$ cat src/rtl/draw_score_hi_seq.sv
// High-score overlay: tracks the running maximum score, converts it to BCD with an
// iterative double-dabble and draws "HI" plus NUM_DIGITS digits as 8x14 segment glyphs.

module draw_score_hi_seg #(
    parameter int POS_X = 0,
    parameter int POS_Y = 0
) (
    input  logic [9:0] x,
    input  logic [9:0] y,
    input  logic [3:0] num,
    output logic       hit
);
    logic [10:0] dx;
    logic [10:0] dy;
    logic [6:0]  seg;  // {a,b,c,d,e,f,g}
    logic        in_box, top, mid, bot, left, right, upper, lower;

    // NOTE: every signal driven in always_comb gets a value on every path, otherwise a latch is inferred.
    always_comb begin
        dx = {1'b0, x} - 11'(POS_X);
        dy = {1'b0, y} - 11'(POS_Y);
        case (num)
            4'd0:    seg = 7'b1111110;
            4'd1:    seg = 7'b0110000;
            4'd2:    seg = 7'b1101101;
            4'd3:    seg = 7'b1111001;
            4'd4:    seg = 7'b0110011;
            4'd5:    seg = 7'b1011011;
            4'd6:    seg = 7'b1011111;
            4'd7:    seg = 7'b1110000;
            4'd8:    seg = 7'b1111111;
            4'd9:    seg = 7'b1111011;
            default: seg = 7'b0000000;
        endcase
        in_box = (dx < 11'd8) && (dy < 11'd14);
        top    = dy < 11'd2;
        mid    = (dy == 11'd6) || (dy == 11'd7);
        bot    = dy >= 11'd12;
        left   = dx < 11'd2;
        right  = dx >= 11'd6;
        upper  = dy < 11'd8;
        lower  = dy >= 11'd6;
        hit    = in_box && ((seg[6] && top) || (seg[5] && right && upper) ||
                            (seg[4] && right && lower) || (seg[3] && bot) ||
                            (seg[2] && left && lower) || (seg[1] && left && upper) ||
                            (seg[0] && mid));
    end
endmodule

module draw_score_hi_alpha #(
    parameter int POS_X = 0,
    parameter int POS_Y = 0
) (
    input  logic [9:0] x,
    input  logic [9:0] y,
    input  logic [3:0] select_char,
    output logic       hit
);
    logic [10:0] dx;
    logic [10:0] dy;
    logic        in_box;

    always_comb begin
        dx     = {1'b0, x} - 11'(POS_X);
        dy     = {1'b0, y} - 11'(POS_Y);
        in_box = (dx < 11'd8) && (dy < 11'd14);
        case (select_char)
            4'd3:    hit = in_box && ((dx < 11'd2) || (dx >= 11'd6) ||
                                      (dy == 11'd6) || (dy == 11'd7));
            4'd4:    hit = in_box && ((dy < 11'd2) || (dy >= 11'd12) ||
                                      (dx == 11'd3) || (dx == 11'd4));
            default: hit = 1'b0;
        endcase
    end
endmodule

module draw_score_hi_seq #(
    parameter int          NUM_DIGITS   = 4,
    parameter int          SCORE_W      = 32,
    parameter int          POS_X        = 455,
    parameter int          POS_Y        = 20,
    parameter int          PITCH        = 15,
    parameter bit          LZ_BLANK     = 1'b0,
    parameter int          BLINK_FRAMES = 64,
    parameter logic [11:0] SCORE_RGB    = 12'haaa
) (
    input  logic               clk,
    input  logic               rst_n,
    input  logic [9:0]         x,
    input  logic [9:0]         y,
    input  logic               frame_tick,
    input  logic [SCORE_W-1:0] score,
    input  logic               score_valid,
    input  logic               clear_hi,
    output logic               busy,
    output logic [SCORE_W-1:0] hi_score,
    output logic               new_hi,
    output logic               isScore,
    output logic [11:0]        score_rgb
);
    localparam int BCD_W   = 4 * NUM_DIGITS;
    localparam int CNT_W   = $clog2(SCORE_W + 1);
    localparam int BLINK_W = ($clog2(BLINK_FRAMES + 1) < 4) ? 4 : $clog2(BLINK_FRAMES + 1);

    function automatic logic [63:0] max_display(input int n);
        logic [63:0] p;
        p = 64'd1;
        for (int i = 0; i < n; i++) p = p * 64'd10;
        return p - 64'd1;
    endfunction

    localparam logic [63:0] MAX_DISP = max_display(NUM_DIGITS);

    // One double-dabble step: correct each nibble, then shift the next binary bit in.
    function automatic logic [BCD_W-1:0] dabble_step(input logic [BCD_W-1:0] b, input logic bit_in);
        logic [BCD_W-1:0] adj;
        adj = b;
        for (int i = 0; i < NUM_DIGITS; i++)
            if (b[4*i +: 4] >= 4'd5) adj[4*i +: 4] = b[4*i +: 4] + 4'd3;
        return {adj[BCD_W-2:0], bit_in};
    endfunction

    typedef enum logic [1:0] {IDLE, COMPARE, CONVERT, COMMIT} state_t;

    state_t             state, state_nx;
    logic [SCORE_W-1:0] cap, pend_val, shreg;
    logic               pend_flag;
    logic [BCD_W-1:0]   bcd, digits;
    logic [CNT_W-1:0]   bit_cnt;
    logic [BLINK_W-1:0] blink;
    logic               accept, saturate;

    assign accept    = cap > hi_score;
    assign saturate  = 64'(cap) > MAX_DISP;
    assign busy      = state != IDLE;
    assign score_rgb = SCORE_RGB;

    // NOTE: sequential state uses non-blocking assignments so every register samples pre-edge values.
    always_ff @(posedge clk or negedge rst_n) begin
        if (!rst_n) state <= IDLE;
        else        state <= state_nx;
    end

    always_comb begin
        state_nx = state;
        case (state)
            IDLE:    if (score_valid || pend_flag) state_nx = COMPARE;
            COMPARE: if (!accept)      state_nx = IDLE;
                     else if (saturate) state_nx = COMMIT;
                     else               state_nx = CONVERT;
            CONVERT: if (bit_cnt == CNT_W'(SCORE_W - 1)) state_nx = COMMIT;
            COMMIT:  state_nx = IDLE;
            default: state_nx = IDLE;
        endcase
        if (clear_hi) state_nx = IDLE;
    end

    always_ff @(posedge clk or negedge rst_n) begin
        if (!rst_n) begin
            hi_score  <= '0;
            cap       <= '0;
            pend_val  <= '0;
            pend_flag <= 1'b0;
            shreg     <= '0;
            bcd       <= '0;
            digits    <= '0;
            bit_cnt   <= '0;
            blink     <= '0;
            new_hi    <= 1'b0;
        end else if (clear_hi) begin
            hi_score  <= '0;
            cap       <= '0;
            pend_val  <= '0;
            pend_flag <= 1'b0;
            shreg     <= '0;
            bcd       <= '0;
            digits    <= '0;
            bit_cnt   <= '0;
            blink     <= '0;
            new_hi    <= 1'b0;
        end else begin
            new_hi <= 1'b0;
            if (frame_tick && blink != '0) blink <= blink - 1'b1;
            case (state)
                IDLE: begin
                    if (pend_flag) begin
                        cap       <= (score_valid && score > pend_val) ? score : pend_val;
                        pend_flag <= 1'b0;
                        pend_val  <= '0;
                    end else if (score_valid) begin
                        cap <= score;
                    end
                end
                COMPARE: begin
                    if (accept) begin
                        hi_score <= cap;
                        new_hi   <= 1'b1;
                        blink    <= BLINK_W'(BLINK_FRAMES);
                        bit_cnt  <= '0;
                        shreg    <= cap;
                        bcd      <= saturate ? {NUM_DIGITS{4'h9}} : '0;
                    end
                end
                CONVERT: begin
                    bcd     <= dabble_step(bcd, shreg[SCORE_W-1]);
                    shreg   <= shreg << 1;
                    bit_cnt <= bit_cnt + 1'b1;
                end
                COMMIT: digits <= bcd;
                default: ;
            endcase
            // Scores arriving mid-operation collapse into one pending value; only the largest can matter.
            if (state != IDLE && score_valid) begin
                pend_flag <= 1'b1;
                pend_val  <= (pend_flag && pend_val > score) ? pend_val : score;
            end
        end
    end

    logic [NUM_DIGITS-1:0] dig_hit, hide;
    logic                  h_hit, i_hit, blink_hide, lead_zero;

    always_comb begin
        blink_hide = (blink != '0) && blink[3];
        lead_zero  = 1'b1;
        hide       = '0;
        for (int k = 0; k < NUM_DIGITS; k++) begin
            lead_zero = lead_zero && (digits[BCD_W-4-4*k +: 4] == 4'd0);
            hide[k]   = blink_hide || (LZ_BLANK && (k != NUM_DIGITS - 1) && lead_zero);
        end
    end

    draw_score_hi_alpha #(.POS_X(POS_X), .POS_Y(POS_Y)) u_h (
        .x(x), .y(y), .select_char(4'd3), .hit(h_hit)
    );
    draw_score_hi_alpha #(.POS_X(POS_X + PITCH), .POS_Y(POS_Y)) u_i (
        .x(x), .y(y), .select_char(4'd4), .hit(i_hit)
    );

    for (genvar k = 0; k < NUM_DIGITS; k++) begin : g_digit
        draw_score_hi_seg #(.POS_X(POS_X + (2 + k) * PITCH), .POS_Y(POS_Y)) u_seg (
            .x(x), .y(y), .num(digits[BCD_W-4-4*k +: 4]), .hit(dig_hit[k])
        );
    end

    always_ff @(posedge clk or negedge rst_n) begin
        if (!rst_n) isScore <= 1'b0;
        else        isScore <= h_hit | i_hit | (|(dig_hit & ~hide));
    end
endmodule

$ cat config.mk
export PLATFORM = sky130hd
export DESIGN_NAME = draw_score_hi_seq
export DESIGN_NICKNAME = d
export VERILOG_FILES = /design/src/rtl/draw_score_hi_seq.sv
export SDC_FILE = /design/constraint.sdc
export NUM_CORES = 1
export LEC_CHECK = 0
export CAP_MARGIN = 10
export CORE_ASPECT_RATIO = 1.25
export CORE_MARGIN = 2
export CORE_UTILIZATION = 35
export CTS_CLUSTER_SIZE = 12
export DETAILED_ROUTE_END_ITERATION = 8
export SETUP_SLACK_MARGIN = 0.5
export SLEW_MARGIN = 30
export SYNTH_ARGS = -nofsm -noshare
export SYNTH_HDL_FRONTEND = slang
export SYNTH_SLANG_ARGS = --single-unit
$ cat constraint.sdc
create_clock -name clk -period 3.2 [get_ports clk]
set_input_delay 0.64 -clock clk [delete_from_list [all_inputs] [get_ports clk]]
set_output_delay 0.64 -clock clk [all_outputs]
set_load 0.03 [all_outputs]
==> results of run 1 <==
## path summary, 6_finish.rpt
| check | end | slack [ps] | depth (start not counted) |
|---|---|---|---|
| min in group clk | shreg[0]$_DFFE_PN0P_ | 520 | 1 |
| worst max register to register | pend_val[19]$_DFFE_PN0P_ | 510 | 13 |
| worst max-delay path | isScore$_DFF_PN0_ | 480 | 14 |
| max in group asynchronous | cap[1]$_DFFE_PN0P_ | 2210 | 2 |
| worst min register to register | shreg[0]$_DFFE_PN0P_ | 520 | 1 |
| worst min-delay path | pend_val[25]$_DFFE_PN0P_ | 180 | 1 |
## worst reg2reg max path, stage by stage, from the launching register on
cell and delay (ps):
dfrtp_1 430, ha_4 260, buf_6 110, nand4_1 120, nor3_2 70, a21boi_2 150, nand4b_1 190, a31o_1 240
a311o_1 360, buf_4 150, nor2_4 160, buf_6 130, buf_12 120, a22o_1 140
## cell families (layout without fill, tap and decap cells)
kind of cell	after synthesis	count (layout)	share of synthesized area
DFF	178	178	0.391
adders and majority gates	113	113	0.124
other	2	12	0.000660
AOI/OAI and AO/OA	366	366	0.203
muxes	68	68	0.0599
and+or+nand+nor	337	337	0.136
buffers and inverters	178	354	0.0690
xor gates and xnor gates	22	22	0.0169
## layer usage
metal | global-route usage | share of wire | wire length [um] | up-vias
li1 | - | - | - | 4787
met1 | 0.215 | 0.44 | 13100 | 4685
met2 | 0.315 | 0.51 | 15200 | 164
met3 | 0.0234 | 0.030 | 879 | 34
met4 | 0.0502 | 0.016 | 478 | 0
met5 | 0 | 0 | 0 | -
## sequential cells by signal (all words and copies together), names as in the netlist, 2 cells and up
register	cells
digits	16
state	2
bcd	16
shreg	32
cap	32
bit_cnt	6
pend_val	32
blink	7
hi_score	32
## cell usage after synthesis (3+ instances only)
library cell  count
dfrtp_1         178
ha_1            113
a21oi_1          95
o21ai_0          99
a22o_1           45
buf_2             4
nor2b_1          17
nand2b_1          8
clkbuf_1         41
a31oi_1          39
nor3b_1           3
buf_4            18
o211ai_1          6
and2_1            7
or2_2             4
a31o_2            6
buf_1             3
buf_6             6
o21a_1            6
nand2_1         149
a21o_1           15
o31ai_1           5
o22ai_1           4
a211oi_1          9
xor2_1            6
nand4_1          10
nor2_1           81
and3_1            5
mux2i_1          67
nor3_1           14
o311ai_0          3
inv_1           106
xnor2_1          16
nor4_1            8
nand3_1          16
o21ai_1           5
## power breakdown
part           leakage [nW]  switching [mW]  internal, mW
registers              2.42           0.565          2.82
clock network         0.278           0.899          1.19
logic                  3.91            2.56          2.34
total                  6.61            4.02          6.35
## layout by cell type, fill, tap and decap left out, drive strengths merged, types with 6 or more instances in the layout
| cell | count |
|---|---|
| xnor2 | 16 |
| o21a | 6 |
| xor2 | 6 |
| and2 | 7 |
| nand2 | 149 |
| ha | 113 |
| dlygate4sd2 | 30 |
| a21oi | 95 |
| mux2i | 67 |
| a21o | 15 |
| nand3 | 16 |
| nand2b | 8 |
| dfrtp | 178 |
| nor2b | 17 |
| nor3 | 16 |
| buf | 121 |
| conb | 12 |
| nand4 | 10 |
| o211ai | 7 |
| nor2 | 82 |
| clkdlybuf4s50 | 49 |
| nor4 | 8 |
| a211oi | 9 |
| a22o | 45 |
| inv | 107 |
| a31o | 7 |
| a31oi | 39 |
| clkbuf | 28 |
| o21ai | 104 |
## timing repair
item,CTS,global route
pin swaps,38,51
resized for setup,105,52
setup buffers,12,3
setup endpoints to repair,158,153
gates cloned,6,6
hold buffers,0,0
## area by class of cell
cell class | instances | area, um^2 | area share
sequential | 178 | 4460 | 0.300
inverter | 106 | 405 | 0.0273
clock buffer | 20 | 457 | 0.0307
tap | 412 | 515 | 0.0347
timing repair buffer | 216 | 2180 | 0.147
clock inverter | 12 | 131 | 0.00884
multi-input combinational | 918 | 6720 | 0.452
==> flow_summary.ini, run 1 <==
[setup_path]
cp_num_buf_inv = 5
cp_cell_sequence = clkdlybuf4s50_1 > inv_1 > ha_2 > xor2_1 > o32ai_2 > and2_1 > buf_6 > nand4_1 > buf_4 > o2bb2ai_1 > and2_1 > a2111oi_2 > buf_4 > a31oi_1
cp.required_ps = 3520
crit_path_end_kind = flip-flop
crit_start = y[2]
crit_family = buffers and inverters
reg2reg_from = pend_val[10]$_DFFE_PN0P_
worstSetupPathType = primary input to flip-flop
cp-start-kind = primary input
cp_max_fo = 4
cp_slowest_stage_delay_ps = 480
arrival_ps = 3030
cp_slowest_cell = clkdlybuf4s50_1

[sta]
post-route-period-util = 0.849
fmax_ghz = 0.368
rsz0062_at_grt = true
final.setup.tns_ps = 0
fin_worst_skew_ps = 10.9
slew_headroom = 0.551
setup_viol = 0
maxSlewViolCount = 0
period_minus_slack_ps = 2720
hold_viol = 0
worst_pin_slew_ps = 672
layout_setup_ws_ps = 485
holdWs_ps = 184

[logic_synthesis]
synth_ff_type = dfrtp_1
netlist_area_um2 = 11400
synth_top_area_share = 0.391
synth_area_leaders = dfrtp_1 (39%), ha_1 (12%), mux2i_1 (5.9%)
yosysWarnings = 0
synth_largest_area_cell = dfrtp_1
synth_edf_count = 0
ys_ff_latch = 178
syn_inst = 1264
async_reset_ff_frac = 1.00
synth-seq-area-share = 0.391
synth.avg_cell_area_um2 = 9.01
synth_cell_types = 71

[final_layout]
final_area_um2 = 14900
fin_util = 0.465
final_cells = 1862
num-fill-cells = 3074
layout-drive-gt1-share = 0.181
nets = 1607
area_growth_pct = 30.6
diodes = 0

[flow_run]
maxCapViolations = 0

[cts]
cts_made_buffers = 17
clkSinkCount = 178
clkLatencyLatePin_ps = 440
cts_tree = yes
cts.clk_slew.worst_paths_ps = 70
ctsHtreeMaxLevel = 4
clock_tree.buffer_depth = 2
cts_root_buf = clkbuf_16

[power_and_ir_drop]
p_leak_nw = 6.61
total_power_mw = 10.4
power_density_nw_per_um2 = 698
irDropWorstVdd_mv = 0.445

[place]
dp_hpwl_mm = 20.3
dp.cells = 1803
io_buffer_count = 91
dp_slack_ps = -350
place_area_um2 = 13400
gp_congestion = 0.812

[route]
vias = 9670
ant_nets = 0
drtPass1Iterations = 5
drcViolationCount = 0
drtIter0Drc = 417
totalWireLength_mm = 29.7
routedWlPerCell_um = 15.9
via_per_inst = 5.19

[floorplanning]
num_rows = 73
start_util = 0.356
fp.dieH_um = 206
die_w_um = 165
fp.dieArea_um2 = 34000
ios = 104
core_area_um2 = 32000

[grt]
grt_pass1_wl_mm = 47.8
grt_start_max_net_pins = 66
antenna_found_initial = 0
gr-usage-all-layers = 0.174
grt_overflow_total = 0
grt_pass1_vias = 9639

[run_status]
status = complete, no violations

[min_path]
min_path_type = primary input to asynchronous set/reset pin
(Power assumes the default switching activity.)
==> inputs of run 2 (changes only) <==
==> constraint.sdc (replaced) <==
create_clock -name clk -period 2.5 [get_ports clk]
set_input_delay 0.5 -clock clk [delete_from_list [all_inputs] [get_ports clk]]
set_output_delay 0.5 -clock clk [all_outputs]
set_load 0.03 [all_outputs]
==> run 2 against run 1 <==
The flow now finishes with violations (negative setup slack); wire length grew 15%; die area stayed put; clock skew fell by 1.6 ps; cell count grew 7.4%; non-clock buffer count grew 137; critical path depth unchanged; combinational power up 58%; first-iteration DRC count rose by 9.1%; via count grew 8.6%; design area up 13%.
==> flow_summary.ini, run 2 (same netlist as run 1, synthesis figures left out) <==
[run_status]
status = finished, violations left
violations = negative setup slack

[power_and_ir_drop]
irDropWorstVdd_mv = 0.794
power_density_nw_per_um2 = 879
total_power_mw = 14.8
p_leak_nw = 7.83

[route]
drtPass1Iterations = 5
drcViolationCount = 0
via_per_inst = 5.25
totalWireLength_mm = 34.0
wl_met1_mm = 13.8
dr.max_layer_used = met4
vias = 10504
wl_met2_mm = 17.9
routedWlPerCell_um = 17.0
drtIter0Drc = 455
met3_length_mm = 1.03
ant_nets = 0

[final_layout]
final_cells = 1999
final_cell_mix = buf_4 (203), dfrtp_1 (160), nand2_1 (88), o21ai_0 (88), a21oi_1 (87)
layout-drive-gt1-share = 0.337
area_growth_pct = 47.9
final_common_cell = buf_4
fin_util = 0.527
nets = 1744
diodes = 0
num-fill-cells = 2817

[sta]
period_minus_slack_ps = 2740
slew_headroom = 0.488
rsz0062_at_grt = true
final.setup.tns_ps = -14470
hold_viol = 0
fmax_ghz = 0.366
worst_pin_slew_ps = 766
setup_viol = 152
post-route-period-util = 1.09
fin_worst_skew_ps = 9.32
maxSlewViolCount = 0
layout_setup_ws_ps = -235

[setup_path]
reg2reg_from = pend_val[9]$_DFFE_PN0P_
r2r_cells = 13
cp.required_ps = 2880
cp_max_fo = 8
crit_path_end_kind = flip-flop
arrival_ps = 3120
cp-start-kind = primary input
r2r_end = pend_val[18]$_DFFE_PN0P_
worstSetupPathType = primary input to flip-flop
reg2reg_slack_ps = -240

[grt]
grt_pass1_vias = 10669
grt_pass1_wl_mm = 53.1
grt_start_max_net_pins = 66
grt_overflow_total = 0
gr-usage-all-layers = 0.197
antenna_found_initial = 0

[floorplanning]
num_rows = 73
core_area_um2 = 32000
die_w_um = 165
ios = 104
start_util = 0.356
fp.dieArea_um2 = 34000
fp.dieH_um = 206

[cts]
cts_root_buf = clkbuf_16
clock_tree.buffer_depth = 2
clkLatencyLatePin_ps = 450
ctsHtreeMaxLevel = 4
clkSinkCount = 178
cts_made_buffers = 17
cts_tree = yes
cts.clk_slew.worst_paths_ps = 60

[min_path]
hold-path-endpoint = pend_val[16]$_DFFE_PN0P_
hold_path_depth = 3
min_path_type = primary input to flip-flop
hold_start = score[16]

[flow_run]
maxCapViolations = 0

[place]
dp_hpwl_mm = 21.8
gp_congestion = 0.828
io_buffer_count = 91
dp_slack_ps = -898
dp.cells = 1913
==> run 2: cell count changes in the layout (fill, tap and decap cells not counted), sizes merged, moves of 2 or more <==
cell / before / now
clkdlybuf4s15: 5 / 2
dlygate4sd2: 30 / 55
clkdlybuf4s50: 49 / 13
bufinv: 2 / 4
clkinv: 5 / 3
dlymetal6s2s: 3 / 11
buf: 121 / 269
clkbuf: 28 / 25
clkinvlp: 4 / 2
==> run 2: through the flow <==
stage,cell area (um^2),hold WS [ps]
after floorplan,11600,204
after global placement,14300,467
after detailed placement,14300,472
after CTS,15900,504
after global routing,16800,459
final,16800,453
==> run 2: area by class of cell <==
type,count,area (um^2),area share
Sequential cell,178,4480,0.266
Tap cell,412,515,0.0306
Clock inverter,9,151,0.00899
Multi-Input combinational cell,918,7430,0.441
Inverter,106,414,0.0246
Timing Repair Buffer,353,3370,0.200
Clock buffer,23,478,0.0284
==> run 2: worst max-delay path, stage by stage <==
cell,delay (ps)
clkdlybuf4s50_1,480
inv_1,50
ha_1,290
o21ai_1,80
o21ai_1,80
o211ai_2,110
nand4b_1,150
a31o_1,250
a311o_1,380
buf_4,150
nor2_4,150
buf_6,150
buf_16,140
a22o_1,150
==> run 2: power breakdown <==
part | internal (mW) | switching [mW] | total [mW]
clock | 1.75 | 1.14 | 2.89
sequential | 3.61 | 0.571 | 4.18
combinational | 3.76 | 3.96 | 7.72
==> run 2: worst max path at each step <==
stage	endpoint	slack, ps	cells past startpoint	from
finish	pend_val[18]$_DFFE_PN0P_	-240	14	score[19]
global route	pend_val[18]$_DFFE_PN0P_	-320	14	score[19]
CTS	pend_val[20]$_DFFE_PN0P_	-130	13	pend_val[10]$_DFFE_PN0P_
detailed placement	pend_val[27]$_DFFE_PN0P_	-900	11	score[12]
global placement	pend_val[30]$_DFFE_PN0P_	-820	11	score[12]
floorplan	pend_val[19]$_DFFE_PN0P_	-60	11	score[20]
==> run 2: repair_timing <==
action,4_1_cts,5_1_grt
cloned,13,2
hold buffers,1,0
resized for setup,255,157
hold endpoints to repair,4,0
endpoints found under the setup margin,195,163
buffers inserted,21,17
pin swaps,123,99
==> run 2: metal layers <==
metal | up-vias | track usage
met3 | 78 | 0.0331
li1 | 5058 | -
met4 | 0 | 0.0874
met5 | - | 0
met1 | 5137 | 0.226
met2 | 231 | 0.358
